<file path="src/rtl/intt_sched.sv">
// Inverse-NTT pass sequencer: issues row-pair read beats with per-beat zeta/permute/scale
// controls, replays them as in-place write-backs PIPE cycles later, and drains between passes.
module intt_sched #(
    parameter int NUM_LAYERS = 7,
    parameter int BEATS      = 4,
    parameter int MEM_LAT    = 1,
    parameter int BFU_LAT    = 3,
    parameter int DO_SCALE   = 1
) (
    input  logic       i_clk,
    input  logic       i_rst,
    input  logic       i_start,
    output logic       o_busy,
    output logic       o_done,
    output logic       o_rd_en,
    output logic [1:0] o_rd_addr,
    output logic [2:0] o_layer,
    output logic [6:0] o_zeta_base,
    output logic       o_perm_en,
    output logic       o_scale_en,
    output logic       o_wr_en,
    output logic [1:0] o_wr_addr
);

    localparam int         PIPE       = MEM_LAT + BFU_LAT;
    localparam logic [1:0] LAST_BEAT  = 2'(BEATS - 1);
    localparam logic [2:0] LAST_LAYER = 3'(NUM_LAYERS - 1);

    typedef enum logic [1:0] {IDLE, ISSUE, DRAIN, DONE} state_t;

    state_t     state_q, state_d;
    logic [1:0] beat_q, beat_d;
    logic [2:0] layer_q, layer_d;
    logic       scale_q, scale_d;
    logic       issue;
    logic       last_wr;

    logic       rd_en_q, rd_en_d;
    logic [1:0] rd_addr_q, rd_addr_d;
    logic [2:0] layer_out_q, layer_out_d;
    logic [6:0] zeta_q, zeta_d;
    logic       perm_q, perm_d;
    logic       scale_en_q, scale_en_d;

    logic [PIPE-1:0] pipe_en_q, pipe_en_d;
    logic [1:0]      pipe_addr_q [PIPE];
    logic [1:0]      pipe_addr_d [PIPE];

    // Layer l owns zetas (128>>l)-1 down to (64>>l); beat j starts j/BEATS of the way in.
    function automatic logic [6:0] zeta_of(input logic [2:0] l, input logic [1:0] j);
        logic [9:0] top;
        logic [9:0] zl;
        logic [9:0] off;
        top = 10'd128 >> l;
        zl  = 10'd64 >> l;
        off = (10'(j) * zl) / 10'(BEATS);
        return 7'(top - 10'd1 - off);
    endfunction

    always_ff @(posedge i_clk) begin
        if (i_rst) begin
            state_q     <= IDLE;
            beat_q      <= '0;
            layer_q     <= '0;
            scale_q     <= 1'b0;
            rd_en_q     <= 1'b0;
            rd_addr_q   <= '0;
            layer_out_q <= '0;
            zeta_q      <= 7'd127;
            perm_q      <= 1'b0;
            scale_en_q  <= 1'b0;
            pipe_en_q   <= '0;
            for (int i = 0; i < PIPE; i++) pipe_addr_q[i] <= '0;
        end else begin
            state_q     <= state_d;
            beat_q      <= beat_d;
            layer_q     <= layer_d;
            scale_q     <= scale_d;
            rd_en_q     <= rd_en_d;
            rd_addr_q   <= rd_addr_d;
            layer_out_q <= layer_out_d;
            zeta_q      <= zeta_d;
            perm_q      <= perm_d;
            scale_en_q  <= scale_en_d;
            pipe_en_q   <= pipe_en_d;
            for (int i = 0; i < PIPE; i++) pipe_addr_q[i] <= pipe_addr_d[i];
        end
    end

    // A pass may only advance once its final beat has left the write-back pipe.
    assign last_wr = pipe_en_q[PIPE-1] && (pipe_addr_q[PIPE-1] == LAST_BEAT);

    always_comb begin
        state_d = state_q;
        beat_d  = beat_q;
        layer_d = layer_q;
        scale_d = scale_q;
        case (state_q)
            IDLE: begin
                if (i_start) begin
                    state_d = ISSUE;
                    beat_d  = '0;
                    layer_d = '0;
                    scale_d = 1'b0;
                end
            end
            ISSUE: begin
                if (beat_q == LAST_BEAT) state_d = DRAIN;
                else                     beat_d  = beat_q + 2'd1;
            end
            DRAIN: begin
                if (last_wr) begin
                    beat_d = '0;
                    if (!scale_q && (layer_q < LAST_LAYER)) begin
                        state_d = ISSUE;
                        layer_d = layer_q + 3'd1;
                    end else if ((DO_SCALE != 0) && !scale_q) begin
                        state_d = ISSUE;
                        scale_d = 1'b1;
                    end else begin
                        state_d = DONE;
                    end
                end
            end
            DONE:    state_d = IDLE;
            default: state_d = IDLE;
        endcase
    end

    always_comb begin
        issue       = (state_d == ISSUE);
        rd_en_d     = issue;
        rd_addr_d   = issue ? beat_d : 2'd0;
        layer_out_d = issue ? (scale_d ? 3'd7 : layer_d) : layer_out_q;
        zeta_d      = issue ? (scale_d ? 7'd0 : zeta_of(layer_d, beat_d)) : zeta_q;
        perm_d      = issue && !scale_d && (layer_d != LAST_LAYER);
        scale_en_d  = issue && scale_d;
        pipe_en_d[0]   = rd_en_q;
        pipe_addr_d[0] = rd_addr_q;
        for (int i = 1; i < PIPE; i++) begin
            pipe_en_d[i]   = pipe_en_q[i-1];
            pipe_addr_d[i] = pipe_addr_q[i-1];
        end
    end

    assign o_busy      = (state_q != IDLE);
    assign o_done      = (state_q == DONE);
    assign o_rd_en     = rd_en_q;
    assign o_rd_addr   = rd_addr_q;
    assign o_layer     = layer_out_q;
    assign o_zeta_base = zeta_q;
    assign o_perm_en   = perm_q;
    assign o_scale_en  = scale_en_q;
    assign o_wr_en     = pipe_en_q[PIPE-1];
    assign o_wr_addr   = pipe_addr_q[PIPE-1];

endmodule

</file>
<file path="config.mk">
export PLATFORM = sky130hd
export DESIGN_NAME = intt_sched
export DESIGN_NICKNAME = d
export VERILOG_FILES = /design/src/rtl/intt_sched.sv
export SDC_FILE = /design/constraint.sdc
export NUM_CORES = 1
export LEC_CHECK = 0
export CORE_UTILIZATION = 55
export DETAILED_ROUTE_END_ITERATION = 12
export PLACE_DENSITY = 0.79
export SLEW_MARGIN = 20
export SYNTH_ARGS = -nofsm -noshare
export SYNTH_HDL_FRONTEND = slang
export SYNTH_SLANG_ARGS = --single-unit
</file>
<file path="constraint.sdc">
create_clock -name i_clk -period 7.3 [get_ports i_clk]
set_input_delay 1.095 -clock i_clk [delete_from_list [all_inputs] [get_ports i_clk]]
set_output_delay 1.095 -clock i_clk [all_outputs]
set_load 0.005 [all_outputs]
</file>
# Yosys cells after proc, flatten, opt, wreduce, memory -nomap -nowiden
# Memories as Yosys holds them, arrays and structs flattened.
# Index checks and enable logic that the tools add are counted.
# word_totals
register_bits	27
latchBits	0
ram_bits	8
rom_bits	0
out_inout_bits	20
elab_cells	69
mem_count	1
# mem_list
name	words	word_bits	read_ports	rd_ports_with_merged_regs	write_ports	line_no	text
pipe_addr_q	4	2	4	0	4	46	logic [1:0] pipe_addr_q [PIPE];
# op_classes
addsub	4
mul	1
div	0
n_lt_le_gt_ge	1
eq_ne	7
shifts	2
muxes	27
bitwise	5
reduce_logical	10
# op_table
cell	n
$mux W2	12
$mux W3	4
$mul A2 B10 Y9	1
$shr A7 B3 Y10 const A	1
$eq A2 B2 Y1 const B	4
$pmux W2 S4	1
$shr A8 B3 Y7 const A	1
$mux W7	1
$sub A7 B1 Y7 const B	1
$sub A7 B7 Y7	1
$mux W1	6
$pmux W2 S3	1
$pmux W3 S2	1
$logic_and A1 B1 Y1	5
$eq A2 B1 Y1 const B	2
$or A1 B1 Y1	4
$add A3 B1 Y3 const B	1
$lt A3 B3 Y1 const B	1
$ne A3 B3 Y1 const B	1
$add A2 B1 Y2 const B	1
$logic_not A1 Y1	2
$logic_not A2 Y1	1
$pmux W1 S2	1
$reduce_bool A2 Y1	1
2 further kinds	2

# Longest topological paths before layout
# logic_depth
word_depth	9
mapped_depth	19
depth_no_buf	19

# Worst setup path before layout
# OpenSTA, ideal clock, no wires.
# synth_path
path_kind	input-to-reg
startpoint	input port i_start
endpoint	register zeta_q[6] (netlist: o_zeta_base[6])
setup_ps	123
t_arrival_ps	3918
setup_slack_ps	3259
cell_stages	14
path_cell_list	nand2b_1 -> a21boi_0 -> a21oi_1 -> nor3_1 -> fa_1 -> inv_1 -> ha_1 -> fa_1 -> a211oi_1 -> o21bai_1 -> a21oi_1 -> nor4_1 -> mux2i_1 -> nand3_1
# synth_between
elab_chain_len	6
elab_cells_between_ends	15
# synth_rtl
item	line_no	text
start: declaration	12	input logic i_start,
$mux W3	100	if (i_start) begin
$pmux W3 S2	98	case (state_q)
$shr A7 B3 Y10 or $shr A8 B3 Y7 (tied branches)	55, 54	
$mul A2 B10 Y9 or $sub A7 B1 Y7 (tied branches)	56, 57	
$sub A7 B7 Y7	57	return 7'(top - 10'd1 - off);
$mux W7	135	zeta_d = issue ? (scale_d ? 7'd0 : zeta_of(layer_d, beat_d)) : zeta_q;
end signal: assignment	82	zeta_q <= zeta_d;
end: declaration	41	logic [6:0] zeta_q, zeta_d;
# Several ways; a longest one is shown, not always the timed one.
# A chain may end at the register's enable or synchronous reset.

# Final worst setup path
# Ends and elaborated chain as after synthesis.

==> summary.txt <==
Flow run
  • # Max-Cap Violations: 0

Drt
  • Drt first-iter violations: 122
  • Final wirelength: 3970 um
  • DR WL/cell: 14.2 um
  • Via Count: 1581
  • First-pass iteration count of the detailed router: 4
  • Antenna viol nets, final: 0
  • DR DRC count: 0
  • Routed via count divided by cell count: 5.65

Final layout
  • Layout cell share with drive strength beyond 1: 0.0890
  • P&R area growth vs syn: 15.8%
  • Commonest cells after routing, fill and taps aside: sky130_fd_sc_hd__nor2_1, sky130_fd_sc_hd__dfxtp_1, sky130_fd_sc_hd__clkdlybuf4s50_1
  • Final instance count without filler cells: 280
  • Antenna diodes: 0
  • Post-layout net count: 252

Clock network
  • Setup repair bufs after CTS: 0
  • Clk sink count: 35
  • TritonCTS clock tree: yes
  • CTS resizes: 0
  • Hold-fix buffer count after cts: 0
  • Number of buffers created by CTS: 5
  • Clock latency at the later pin of the worst-skew pair: 0.34 ns
  • Max Buffers Root-to-Sink: 2
  • Level count of the clock H-tree: 2
  • Clock slew at the register clock pins of the worst setup and hold paths: 0.13 ns
  • Clock tree root driver cell: sky130_fd_sc_hd__clkbuf_4

Status
  • Status: complete, no violations

Timing
  • Final Slew Violations: 0
  • Share of the cycle needed by the critical path after routing: 0.642
  • Final count of hold timing violations: 0
  • Worst Hold Margin: 0.440 ns
  • Slew of the pin with the lowest slew margin: 0.710 ns
  • Setup repair after global routing missed its margin: no
  • Final min period: 4.68 ns
  • Highest clock rate: 0.213 GHz
  • Remaining max-slew budget at the tightest pin: 0.527
  • Final setup margin: 2.62 ns
  • Endpoints failing setup: 0
  • Final setup TNS: 0 ns
  • Layout Skew: 0.0137 ns

Setup path
  • Maximum single-stage delay on the critical path: 0.63 ns
  • Max Fanout on Critical Path: 9
  • Cell-by-cell trace of the critical path: clkdlybuf4s50_1 -> nand2b_1 -> a21boi_0 -> a21oi_1 -> nor3_1 -> fa_1 -> inv_1 -> ha_1 -> fa_1 -> a211oi_1 -> o21bai_1 -> a21oi_1 -> nor4_1 -> mux2i_1 -> nand3_1
  • Max stage delay cell, worst path: sky130_fd_sc_hd__a21oi_1
  • Required time at the endpoint of the critical path: 7.54 ns
  • Count of buffering cells on the critical path with inverters included: 2
  • Family with the most delay on the worst path: compound AO/OA/AOI/OAI gates
  • CP Data Arrival Time: 4.92 ns
  • Type of the worst setup path: primary input to flop
  • Type of element launching the critical path: primary input
  • Element type at the critical path end: flop

Yosys
  • FFs w/ async S/R, synth: 0
  • Post-synthesis share of cell area spent on full adders, half adders and majority gates: 0.101
  • Compound-gate portion of the synthesized area: 0.200
  • Synthesized area per cell: 8.80 um^2
  • FF+latch count, synth: 35
  • Simple-gate portion of the synthesized area: 0.241
  • Post-Synthesis Cell Area: 1870 um^2
  • Portion of the post-synthesis area used by sequential elements: 0.374
  • Share of the synthesized netlist area taken by xor and xnor gates: 0.0374
  • Number of flops mapped to enable cells by yosys: 0
  • Synth Flop Type: sky130_fd_sc_hd__dfxtp_1
  • Number of distinct standard cells referenced by the synthesized netlist: 45
  • YS warnings: 0
  • Mux share of post-synthesis cell area: 0.00534
  • Combinational family with the most area after synthesis: simple AND/OR/NAND/NOR gates
  • Synthesized instance count: 213
  • Synthesized netlist net count: 230

Global routing
  • GR Layer Usage met1: 0.324
  • Global Route met2 Usage: 0.411
  • Maximum number of pins on one net before global-route repair: 32
  • Top Usage Layer GRT: met2
  • GRT overflow: 0
  • Global-route wire length before repair: 6680 um
  • Global-route usage over all layers: 0.247
  • Number of global-route vias before repair: 1526
  • Number of antenna violations at the first check in global routing: 0
  • Met3 Usage GRT: 0.0640

Power and ir drop
  • Worst IR Drop VDD: 0.000149 V
  • Power density relative to cell area: 170 nW/um^2
  • Lkg Pwr: 0.874 nW

Placement
  • Post-Place Worst Slack: 2.27 ns
  • Final GP Congestion: 0.945
  • Number of input and output port buffers inserted: 22
  • Detailed Place HPWL: 2950 um
  • Placed cell count: 272

Floorplanning
  • Initial core utilization: 0.594
  • Die Footprint: 3650 um^2
  • DIE WIDTH: 60.4 um
  • # rows: 20
  • Die boundary height: 60.4 um
  • Num ports: 23
  • Core area: 3150 um^2

Min path
  • Min-Delay Path Class: flop to flop
## kinds of logic after synthesis
family / Yosys count
other: 1
multiplexers: 1
XOR/XNOR: 8
AO/OA/AOI/OAI: 51
buffers and inverters: 17
AND/OR/NAND/NOR: 86
flip-flops: 35
adder cells (fa/ha/maj): 14
## cell usage after synthesis (6+ instances only)
| cell type | count | share of area |
|---|---|---|
| sky130_fd_sc_hd__dfxtp_1 | 35 | 0.37 |
| sky130_fd_sc_hd__nor2_1 | 35 | 0.070 |
| sky130_fd_sc_hd__nor2b_1 | 14 | 0.047 |
| sky130_fd_sc_hd__a21oi_1 | 12 | 0.032 |
| sky130_fd_sc_hd__ha_1 | 12 | 0.080 |
| sky130_fd_sc_hd__inv_1 | 10 | 0.020 |
| sky130_fd_sc_hd__nand2b_1 | 7 | 0.023 |
| sky130_fd_sc_hd__o21ai_0 | 7 | 0.019 |
| sky130_fd_sc_hd__o21bai_1 | 6 | 0.024 |
| sky130_fd_sc_hd__o22ai_1 | 6 | 0.020 |
| sky130_fd_sc_hd__xnor2_1 | 6 | 0.028 |
## power by group
part	internal, mW	switching, mW
logic	0.0256	0.0257
clock network	0.0386	0.0715
registers	0.200	0.00665
## final timing paths
| kind | startpoint | end | slack [ns] | depth (start not counted) |
|---|---|---|---|---|
| worst min register to register | pipe_addr_q[0][1] | pipe_addr_q[1][1] | 0.44 | 1 |
| worst max-delay path | i_start | o_zeta_base[6] | 2.62 | 15 |
| worst min-delay path | pipe_addr_q[0][1] | pipe_addr_q[1][1] | 0.44 | 1 |
| worst max register to register | state_q[1] | o_zeta_base[6] | 3.22 | 17 |
## flip-flops by register name (all words and copies together), names as in the netlist, 2 cells and up
signal and flops:
o_layer 3, layer_q 3, state_q 2, o_rd_addr 2, beat_q 2, o_zeta_base 7, pipe_addr_q 8, pipe_en_q 4
## through the flow
step           power (mW)  cell area, um^2   util
2_1_floorplan       0.239             1870      -
3_3_place_gp        0.260             2110  0.671
3_5_place_dp        0.262             2110  0.671
4_1_cts             0.369             2180  0.690
5_1_grt             0.387             2170  0.688
6_report            0.368             2170  0.688
## cell type report
class | instances | area, um^2
multi-input combinational | 161 | 1100
fill | 288 | 982
sequential | 35 | 701
timing repair buffer | 22 | 215
tap | 44 | 55.1
clock buffer | 5 | 37.5
inverter | 10 | 37.5
clock inverter | 3 | 23.8
## routing by layer
| metal | vias up | part of all wire | wire [um] |
|---|---|---|---|
| met5 | - | 0 | 0 |
| met2 | 22 | 0.48 | 1910 |
| li1 | 791 | - | - |
| met3 | 2 | 0.031 | 123 |
| met4 | 0 | 0.0020 | 8 |
| met1 | 766 | 0.49 | 1930 |
(Power assumes the default switching activity.)
